[config.mk]
export PLATFORM = sky130hd
export DESIGN_NAME = icache_line_server
export DESIGN_NICKNAME = d
export VERILOG_FILES = /design/src/rtl/icache_pkg.sv /design/src/rtl/icache_line_server.sv
export SDC_FILE = /design/constraint.sdc
export NUM_CORES = 1
export LEC_CHECK = 0
export ABC_AREA = 1
export ABC_CLOCK_PERIOD_IN_PS = 3480
export BUFFER_PORTS_ARGS = -buffer_cell sky130_fd_sc_hd__buf_4
export CORE_ASPECT_RATIO = 0.7
export CORE_MARGIN = 1
export CORE_UTILIZATION = 25
export DETAILED_ROUTE_END_ITERATION = 8
export SETUP_SLACK_MARGIN = 0.15
export SYNTH_ARGS = -nofsm -noshare
export SYNTH_HDL_FRONTEND = slang
export SYNTH_SLANG_ARGS = --single-unit
[constraint.sdc]
create_clock -name CLK -period 3.48 [get_ports CLK]
set_input_delay 0.174 -clock CLK [delete_from_list [all_inputs] [get_ports CLK]]
set_output_delay 0.174 -clock CLK [all_outputs]
set_load 0.01 [all_outputs]
[src/rtl/icache_pkg.sv]
// Line geometry and refill FSM encoding shared by instr_cache_L1 and icache_line_server.
package icache_pkg;

  localparam int LINE_WORDS = 8;
  localparam int WORD_BITS  = 32;
  localparam int LINE_BITS  = LINE_WORDS * WORD_BITS;
  localparam int WORD_IDX_W = 3;

  typedef enum logic [1:0] {
    IDLE,
    ISSUE,
    WAIT,
    DONE
  } fill_state_e;

endpackage

[src/rtl/icache_line_server.sv]
// Serves an L1 I-cache line fill by reading 8 words, one at a time, from a 32-bit
// backing port and returning the assembled 256-bit line with a one-cycle mem_valid.
module icache_line_server
  import icache_pkg::*;
#(
  parameter int BK_TIMEOUT = 255
) (
  input  logic                 CLK,
  input  logic                 RESET,
  input  logic                 mem_req,
  input  logic [31:0]          mem_address,
  output logic [LINE_BITS-1:0] mem_data,
  output logic                 mem_valid,
  output logic                 bk_rd_en,
  output logic [31:0]          bk_addr,
  input  logic [31:0]          bk_rd_data,
  input  logic                 bk_rd_valid,
  output logic                 bk_err
);

  localparam int TMR_W = $clog2(BK_TIMEOUT + 1);
  localparam logic [WORD_IDX_W-1:0] LAST_IDX = WORD_IDX_W'(LINE_WORDS - 1);

  fill_state_e state, state_nxt;
  logic [WORD_IDX_W-1:0] count, count_nxt;
  logic [31:0]           base, base_nxt;
  logic [TMR_W-1:0]      tmr, tmr_nxt;
  logic                  err_nxt;
  logic                  served, served_nxt;
  logic [31:0]           served_base, served_base_nxt;
  logic                  cap;
  logic [31:0]           req_base;
  logic                  armed;

  logic [LINE_WORDS-1:0][WORD_BITS-1:0] line_q;

  // Line-aligned word address; the low three bits never participate in a fill.
  assign req_base = mem_address & ~32'h7;
  // The cache keeps mem_req high after a fill, so only a new line address re-arms.
  assign armed    = !served || (req_base != served_base);

  always_comb begin
    state_nxt       = state;
    count_nxt       = count;
    base_nxt        = base;
    tmr_nxt         = tmr;
    err_nxt         = bk_err;
    served_nxt      = served;
    served_base_nxt = served_base;
    cap             = 1'b0;
    if (!mem_req) served_nxt = 1'b0;
    case (state)
      IDLE: begin
        if (mem_req && armed) begin
          base_nxt  = req_base;
          count_nxt = '0;
          state_nxt = ISSUE;
        end
      end
      ISSUE: begin
        tmr_nxt   = '0;
        state_nxt = WAIT;
      end
      WAIT: begin
        if (bk_rd_valid) begin
          cap = 1'b1;
          if (count == LAST_IDX) begin
            state_nxt = DONE;
          end else begin
            count_nxt = count + 1'b1;
            state_nxt = ISSUE;
          end
        end else if (tmr == TMR_W'(BK_TIMEOUT)) begin
          // Retry the same word; the error stays flagged until reset.
          err_nxt   = 1'b1;
          state_nxt = ISSUE;
        end else begin
          tmr_nxt = tmr + 1'b1;
        end
      end
      DONE: begin
        served_nxt      = 1'b1;
        served_base_nxt = base;
        state_nxt       = IDLE;
      end
      default: state_nxt = IDLE;
    endcase
  end

  // Outputs are registered from next-state so they line up with the state they describe.
  always_ff @(posedge CLK or negedge RESET) begin
    if (!RESET) begin
      state       <= IDLE;
      count       <= '0;
      base        <= '0;
      tmr         <= '0;
      bk_err      <= 1'b0;
      served      <= 1'b0;
      served_base <= '0;
      mem_valid   <= 1'b0;
      bk_rd_en    <= 1'b0;
      bk_addr     <= '0;
    end else begin
      state       <= state_nxt;
      count       <= count_nxt;
      base        <= base_nxt;
      tmr         <= tmr_nxt;
      bk_err      <= err_nxt;
      served      <= served_nxt;
      served_base <= served_base_nxt;
      mem_valid   <= (state_nxt == DONE);
      bk_rd_en    <= (state_nxt == ISSUE);
      if (state_nxt == ISSUE) bk_addr <= base_nxt + 32'(count_nxt);
    end
  end

  for (genvar w = 0; w < LINE_WORDS; w++) begin : g_slot
    always_ff @(posedge CLK or negedge RESET) begin
      if (!RESET)                                  line_q[w] <= '0;
      else if (cap && count == WORD_IDX_W'(w))     line_q[w] <= bk_rd_data;
    end
  end

  assign mem_data = line_q;

endmodule
-- Word level (Yosys, flattened, before mapping)
Cells that the tools add are included.
- bits in registers: 369
- bits of input ports: 68
- output and inout bits: 291
- word-level logic and storage cells: 73
- add/subtract/negate cells: 3
- equal/unequal tests: 17
- multiplexer cells: 18
- bitwise logic cells: 1
- reductions and logical operators: 16
- operator list (cell ; count):
    $mux 32 ; 2
    $add 32x3->32 ; 1
    $ne 32x32->1 ; 1
    $mux 8 ; 2
    $pmux 8 s2 ; 1
    $eq 3x3->1 const B ; 4
    $logic_and 1x1->1 ; 9
    $mux 3 ; 3
    $add 8x1->8 const B ; 1
    $eq 8x8->1 const B ; 1
    $mux 2 ; 4
    $pmux 2 s4 ; 1
    $eq 2x2->1 const B ; 3
    $eq 3x2->1 const B ; 2
    $pmux 3 s2 ; 1
    $reduce_and 3->1 ; 2
    $eq 2x1->1 const B ; 2
    $mux 1 ; 4
    $ne 2x2->1 const B ; 2
    $add 3x1->3 const B ; 1
    $eq 3x1->1 const B ; 1
    $logic_not 3->1 ; 1
    $logic_not 2->1 ; 1
    $ne 2x1->1 const B ; 1
    other kinds (4) ; 4

-- Depth between registers and ports, before layout
Gate-level depths: netlist (run 1).
- word-level depth: 6
- depth in mapped cells: 28

-- Worst setup path before layout (run 1)
OpenSTA, ideal clock, no wires.
- path type: register -> register
- start point: reg served_base[24]
- end point: reg bk_addr[17]
- library setup time: 0.117 ns
- arrival: 3.010 ns
- slack: 0.353 ns
- cell stages (with the launch flop): 24
- clock period less this slack: 3.127 ns
- path through: dfrtp_1 xnor2_1 nand2_1 nor2_1 nand2_1 nor2_4 nand2_4 nand2_4 buf_8 buf_6 buf_2 inv_1 o21ai_0 ha_1 a21oi_1 and2_1 inv_1 nand2_1 nor2_1 nand2_2 nor2_4 or2_2 nand3_1 nand2_1
- longest elaborated chain between the ends: 6
- elaborated cells between the ends (all ways): 11
- RTL lines (what ; line ; text):
    start: declaration ; icache_line_server.sv:30 ; logic [31:0] served_base, served_base_nxt;
    start signal: assignment ; icache_line_server.sv:110 ; served_base <= served_base_nxt;
    $ne 32x32->1 ; icache_line_server.sv:40 ; assign armed = !served || (req_base != served_base);
    $logic_or 1x1->1 ; icache_line_server.sv:40 ;
    $logic_and 1x1->1 ; icache_line_server.sv:54 ; if (mem_req && armed) begin
    $mux 3 ; icache_line_server.sv:54 ;
    $pmux 3 s2 ; icache_line_server.sv:52 ; case (state)
    named net count_nxt[2] ; icache_line_server.sv:25 ; logic [WORD_IDX_W-1:0] count, count_nxt;
    $add 32x3->32 ; icache_line_server.sv:113 ; if (state_nxt == ISSUE) bk_addr <= base_nxt + 32'(count_nxt);
    end signal: assignment ; icache_line_server.sv:113 ;
    end: declaration ; icache_line_server.sv:15 ; output logic [31:0] bk_addr,
The timed path passes the listed nets, and every way through them passes these cells.
A chain may end at the register's enable or synchronous reset.

-- Final worst setup path (run 1)
- start point: reg served_base[21]
- end point: reg bk_addr[23]
- longest elaborated chain between the ends: 6
- elaborated cells between the ends (all ways): 11
- RTL lines (what ; line ; text):
    $ne 32x32->1 ; icache_line_server.sv:40 ;
    $logic_or 1x1->1 ; icache_line_server.sv:40 ;
    $logic_and 1x1->1 ; icache_line_server.sv:54 ;
    $mux 32 ; icache_line_server.sv:54 ;
    $mux 32 ; icache_line_server.sv:52 ;
    named net base_nxt[2] ; icache_line_server.sv:26 ; logic [31:0] base, base_nxt;
    $add 32x3->32 ; icache_line_server.sv:113 ;
The timed path passes the listed nets, and every way through them passes these cells.

==> results of run 1 <==
[cells in the mapped netlist, types with 3 or more instances]
master | instances | area [um2]
a21oi_1 | 8 | 40.04
a31oi_1 | 9 | 56.30
buf_2 | 31 | 155.2
buf_6 | 3 | 33.78
clkbuf_1 | 15 | 56.30
dfrtp_1 | 369 | 9234
ha_1 | 8 | 100.1
inv_1 | 86 | 322.8
inv_2 | 6 | 22.52
mux2_2 | 231 | 2601
nand2_1 | 410 | 1539
nand2_2 | 11 | 68.82
nand2_4 | 3 | 33.78
nand3_1 | 65 | 325.3
nand3b_1 | 10 | 75.07
nand4_1 | 6 | 37.54
nor2_1 | 83 | 311.6
nor2_2 | 11 | 68.82
nor2_4 | 3 | 33.78
nor3_1 | 8 | 40.04
o21ai_0 | 36 | 180.2
o22ai_1 | 3 | 18.77
xnor2_1 | 16 | 140.1
xor2_1 | 7 | 61.31
[state kept, by name, indices dropped and copies added (netlist names), 2 cells and up]
name / count
tmr: 8
base: 32
served_base: 32
mem_data: 256
state: 2
count: 3
bk_addr: 32
[power breakdown]
part	switching, mW	internal (mW)
logic	3.09	2.73
registers	0.811	5.65
clock network	1.78	2.49
total	5.68	10.9
[worst min-delay path, stage by stage]
cell and delay (ns):
buf_4 0.15, nand3_1 0.08, nand2_1 0.14
[layout make-up]
class / count / area, um2 / area share
Inverter: 92 / 345.3 / 0.01599
Tap cell: 819 / 1025 / 0.04745
Clock buffer: 56 / 1131 / 0.05238
Timing Repair Buffer: 463 / 3691 / 0.1709
Multi-Input combinational cell: 941 / 6007 / 0.2782
Sequential cell: 369 / 9234 / 0.4276
Antenna cell: 3 / 7.507 / 0.0003476
Clock inverter: 11 / 153.9 / 0.007127
[timing repair]
item | CTS | global route
pin swaps | 0 | 16
hold buffers | 60 | 0
endpoints found under the setup margin | 11 | 25
gates resized for setup | 4 | 30
endpoints found under the hold margin | 399 | 0
setup buffers | 0 | 4
[cells by family (layout without fill, tap and decap cells)]
| logic type | Yosys count | count (layout) | synth area share |
|---|---|---|---|
| other | 0 | 3 | 0 |
| buffers and inverters | 145 | 622 | 0.04046 |
| muxes | 231 | 231 | 0.1656 |
| and+or+nand+nor | 617 | 617 | 0.1649 |
| AOI/OAI and AO/OA | 61 | 61 | 0.02087 |
| adders and majority gates | 9 | 9 | 0.007646 |
| xor gates and xnor gates | 23 | 23 | 0.01282 |
| DFF | 369 | 369 | 0.5878 |
[routing by layer]
| layer | GRT usage | vias to the layer above |
|---|---|---|
| met4 | 0.04493 | 0 |
| li1 | - | 5648 |
| met3 | 0.04700 | 66 |
| met1 | 0.2118 | 6043 |
| met5 | 0 | - |
| met2 | 0.2394 | 343 |
[worst paths after layout]
path	slack, ns	cells past startpoint	endpoint	startpoint
worst max register to register	0.31	23	bk_addr[23]	served_base[21]
worst max-delay path	0.31	23	bk_addr[23]	served_base[21]
min in group asynchronous	0.35	2	mem_data[11]	RESET
worst min register to register	0.47	2	mem_data[248]	mem_data[248]
max in group asynchronous	2.17	3	mem_data[35]	RESET
worst min-delay path	0.07	3	base[3]	mem_address[3]
==> flow_summary.yaml, run 1 <==
synth:
  syn_inst: 1455
  synth_nets: 1532
  synth_cell_types: 34
  syn_area_um2: 15710
  syn_avg_cell_area_um2: 10.80
  yosysSeqAreaShare: 0.5878
  yosys_most_used_dff: "dfrtp_1"
  yosys_warnings: 0
  synth-async-reset-ratio: 1.000
  synth-seq-cells: 369
  synth_edf_count: 0
setup_path:
  path_max_fanout: 4
  cp_cell_sequence: "xnor2_2, nand2_1, nor2_1, nand2_1, nor2_2, nand2_4, nand2_4, inv_2, buf_4, nor2_4, ha_4, a21oi_2, and2_4, inv_1, nand2_2, nor2_1, buf_4, nand2_1, inv_1, nand3_1, nand2_1, nand2_1, nand2_1"
  critPathBufInv: 5
  max_stage_delay_ns: 0.41
  cpMaxStageDelayCell: "dfrtp_1"
  crit_arrival_ns: 3.62
  path_delay_family: "simple AND/OR/NAND/NOR gates"
  critPathRequiredTime_ns: 3.93
  cp-end-kind: "register"
  worst-setup-path-type: "reg -> reg"
  cpMostUsedCell: "nand2_1"
  start_kind: "register"
sta:
  setup_viol: 0
  tns_ns: 0
  hold_viol: 0
  max_clock_freq_mhz: 315.7
  rsz0062_at_grt: "no"
  holdWs_ns: 0.06528
  worst_slew_pin_slew_ns: 0.9777
  layout_setup_ws_ns: 0.3125
  clock_skew_ns: 0.03171
  drv_slew: 0
  finalCritPeriodShare: 0.9102
  slew_headroom: 0.3482
  min_period_ns: 3.167
status:
  violations: "DRC"
  status: "finished, violations left"
final_layout:
  drive_gt1_frac: 0.3923
  nFillCells: 6196
  area_delta_synth_final_pct: 37.46
  fin_nets: 1984
  final_common_cell: "nand2_1"
  fin_area_um2: 21590
  mostFrequentLayoutCells: "407 x nand2_1, 397 x buf_4, 369 x dfrtp_1, 231 x mux2_2, 85 x inv_1"
  final_cells: 2754
  fin_util: 0.3494
detailed_routing:
  first_iter_violations: 614
  drt-pass1-iter-count: 7
  viasPerCell: 4.394
  wl_met1_um: 22680
  dr_total_vias: 12100
  highest_layer: "met4"
  wl_met3_um: 3885
  wl_met2_um: 22560
  finalWirelength_um: 50240
  wire_per_inst_um: 18.24
  ant_nets: 0
  route.detailed.drc: 20
grt:
  antenna_found_initial: 2
  grt_pass1_wl_um: 76130
  grt.overflow.total: 0
  first_global_vias: 12520
  grt_max_degree: 123
  track_usage: 0.1562
place:
  place_area_um2: 19540
  dp.cells: 2620
  place_hpwl_um: 34610
  routabilityCongestion: 0.8566
  post-place-ws_ns: 0.01814
  io_buffers: 355
power_and_ir_drop:
  leakagePower_nw: 10.64
  finalPower_mw: 16.55
  irDropWorstVdd_v: 0.0004041
  powerDensity_nw_per_um2: 766.2
floorplanning:
  io_pins: 359
  placeableCoreArea_um2: 61810
  die_area_um2: 63860
  dieHeight_um: 211.7
  die_w_um: 301.6
  start_util: 0.2542
  num_rows: 76
clock_network:
  cts.sinks: 369
  cts_buffer_depth: 3
  cts_tree: "built"
  path_clk_slew_ns: 0.06
  htreeDepth: 2
  clockRootBuffer: "clkbuf_16"
  cts_buffers: 40
  worstSkewPairLatency_ns: 0.57
min_path:
  hold_path.class: "in -> reg"
run:
  maxCapViolations: 0
(Power assumes the default switching activity.)
==> run 2, diff against run 1 <==
--- a/config.mk
+++ b/config.mk
@@ -5,9 +5,9 @@
 export SDC_FILE = /design/constraint.sdc
 export NUM_CORES = 1
 export LEC_CHECK = 0
-export ABC_AREA = 1
 export ABC_CLOCK_PERIOD_IN_PS = 3480
 export BUFFER_PORTS_ARGS = -buffer_cell sky130_fd_sc_hd__buf_4
+export CAP_MARGIN = 20
 export CORE_ASPECT_RATIO = 0.7
 export CORE_MARGIN = 1
 export CORE_UTILIZATION = 25
==> flow_summary.yaml, run 2 <==
final_layout:
  fin_area_um2: 20850
  area_delta_synth_final_pct: 37.81
  num_antenna_cells: 0
  fin_nets: 1591
  mostFrequentLayoutCells: "373 x buf_4, 369 x dfrtp_1, 313 x mux2_2, 66 x nand2_1, 64 x dlygate4sd3_1"
  final_common_cell: "buf_4"
  largest_reg_flops: 256
  drive_gt1_frac: 0.5094
  nFillCells: 5888
  fin_util: 0.3482
synth:
  yosysTopAreaCell: "dfrtp_1"
  synth_commonest_cells: "369 x dfrtp_1, 313 x mux2_2, 75 x nand2_1, 54 x xnor2_1, 28 x o21ai_0"
  yosysSeqAreaShare: 0.6104
  synth_cell_types: 43
  synth-async-reset-ratio: 1.000
  synth-seq-cells: 369
  synth_edf_count: 0
  synth_top_area_frac: 0.6104
  synth_area_leaders: "dfrtp_1 61%, mux2_2 23%, xnor2_1 3.1%"
  syn_inst: 1071
  synth_nets: 1148
  syn_avg_cell_area_um2: 14.13
  yosys_warnings: 0
  yosys_most_used_dff: "dfrtp_1"
  synth_most_common_cell: "dfrtp_1"
  syn_area_um2: 15130
grt:
  track_usage: 0.1396
  antenna_found_initial: 2
  grt_pass1_wl_um: 65670
  grt_max_degree: 84
  first_global_vias: 10650
  grt.overflow.total: 0
setup_path:
  path_max_fanout: 9
  critPathRequiredTime_ns: 3.93
  start_kind: "register"
  worst-setup-path-type: "reg -> reg"
  cp-end-kind: "register"
  crit_arrival_ns: 3.55
power_and_ir_drop:
  comb_power_share: 0.317
  p_switching_mw: 4.802
  internal-power_mw: 10.47
  powerDensity_nw_per_um2: 732.8
  clock_power_share: 0.266
  seqPwrFrac: 0.417
  leakagePower_nw: 10.19
  switching_share: 0.3143
  irDropWorstVdd_v: 0.0003745
sta:
  min_period_ns: 3.103
  rsz0062_at_grt: "yes"
  setup_viol: 0
  hold_viol: 0
  slew_headroom: 0.4150
  worst_slew_pin_slew_ns: 0.8744
  max_clock_freq_mhz: 322.2
  finalCritPeriodShare: 0.8918
  tns_ns: 0
  holdWs_ns: 0.2135
  clock_skew_ns: 0.02388
  drv_slew: 0
detailed_routing:
  ant_nets: 0
  wire_per_inst_um: 18.46
  drt-pass1-iter-count: 5
  route.detailed.drc: 0
  viasPerCell: 4.363
  first_iter_violations: 432
  finalWirelength_um: 43350
  dr_total_vias: 10250
clock_network:
  worstSkewPairLatency_ns: 0.56
  clockRootBuffer: "clkbuf_16"
  htreeDepth: 2
  cts_buffers: 40
  cts.sinks: 369
  cts_buffer_depth: 3
  cts_tree: "built"
  path_clk_slew_ns: 0.06
  post_cts.repair.setup_buffers: 0
place:
  place_area_um2: 18930
  routabilityCongestion: 0.7997
  place_hpwl_um: 30040
  io_buffers: 355
floorplanning:
  dieHeight_um: 207.8
  start_util: 0.2527
  num_rows: 75
  io_pins: 359
  die_area_um2: 61520
  placeableCoreArea_um2: 59870
  die_w_um: 296.0
status:
  status: "completed"
min_path:
  hold_path.class: "in -> async"
run:
  maxCapViolations: 0
[run 2: power by group through the flow]
stage	combinational, mW	sequential, mW	clock, mW
finish	4.84	6.38	4.06
floorplan	2.18	6.67	0
global route	5.27	6.54	4.38
global placement	4.78	6.38	0
CTS	4.92	6.37	4.21
detailed placement	4.85	6.44	0
[run 2: critical path, stage by stage (launching register included)]
cell and delay (ns):
dfrtp_1 0.39, xnor2_1 0.31, nand4_1 0.13, nor4_1 0.29
buf_4 0.17, a21oi_4 0.08, buf_4 0.16, nor2b_1 0.15
ha_1 0.22, fa_1 0.25, a21oi_1 0.10, buf_4 0.21
nor4_2 0.29, xnor2_1 0.16, o21ai_1 0.07
[run 2: final cells by class]
type / instances / area (um2) / share of cell area
clock buffers: 51 / 1102 / 0.05287
clock inverters: 18 / 142.6 / 0.006842
inverters: 20 / 75.07 / 0.003601
multi-input cells: 638 / 5695 / 0.2732
flip-flops and latches: 369 / 9234 / 0.4429
well taps: 808 / 1011 / 0.04849
repair buffers: 445 / 3587 / 0.1721
[run 2: final timing paths]
check,from,endpoint,slack [ns],depth (start not counted)
max in group asynchronous,RESET,mem_data[210],2.11,3
worst min-delay path,RESET,mem_data[18],0.21,2
min in group CLK,mem_req,served,0.43,4
worst min register to register,bk_err,bk_err,0.48,1
worst max register to register,served_base[20],bk_addr[26],0.38,14
worst max-delay path,served_base[20],bk_addr[26],0.38,14
[run 2: per-layer routing]
layer	track usage	part of all wire	vias to the layer above	wire (um)
li1	-	-	4659	-
met1	0.1852	0.44	5260	19280
met2	0.2252	0.47	264	20500
met3	0.03512	0.063	61	2717
met4	0.03750	0.019	4	820
met5	0	0.00072	-	31
[run 2: metrics by stage]
stage | cells | power, mW | setup slack, ns
after global routing | 2349 | 16.18 | 0.1354
after detailed placement | 2216 | 11.29 | 0.3146
final | 2349 | 15.28 | 0.3765
after global placement | 2216 | 11.16 | 0.2467
after floorplan | 1071 | 8.857 | 0.1659
after CTS | 2349 | 15.51 | 0.2819
[run 2: logic make-up (layout without fill, tap and decap cells)]
logic type / count (synthesis) / count (layout) / share of synthesized area
compound gates: 61 / 61 / 0.02415
xor+xnor: 59 / 59 / 0.03416
fa+ha+maj: 9 / 9 / 0.007940
buf+inv: 64 / 534 / 0.01729
flops: 369 / 369 / 0.6104
mux: 338 / 338 / 0.2502
simple gates: 171 / 171 / 0.05591
[run 2: what timing repair did]
item,CTS,global route
resized for setup,0,5
hold endpoints to repair,366,0
hold buffers,64,0
endpoints found under the setup margin,0,16
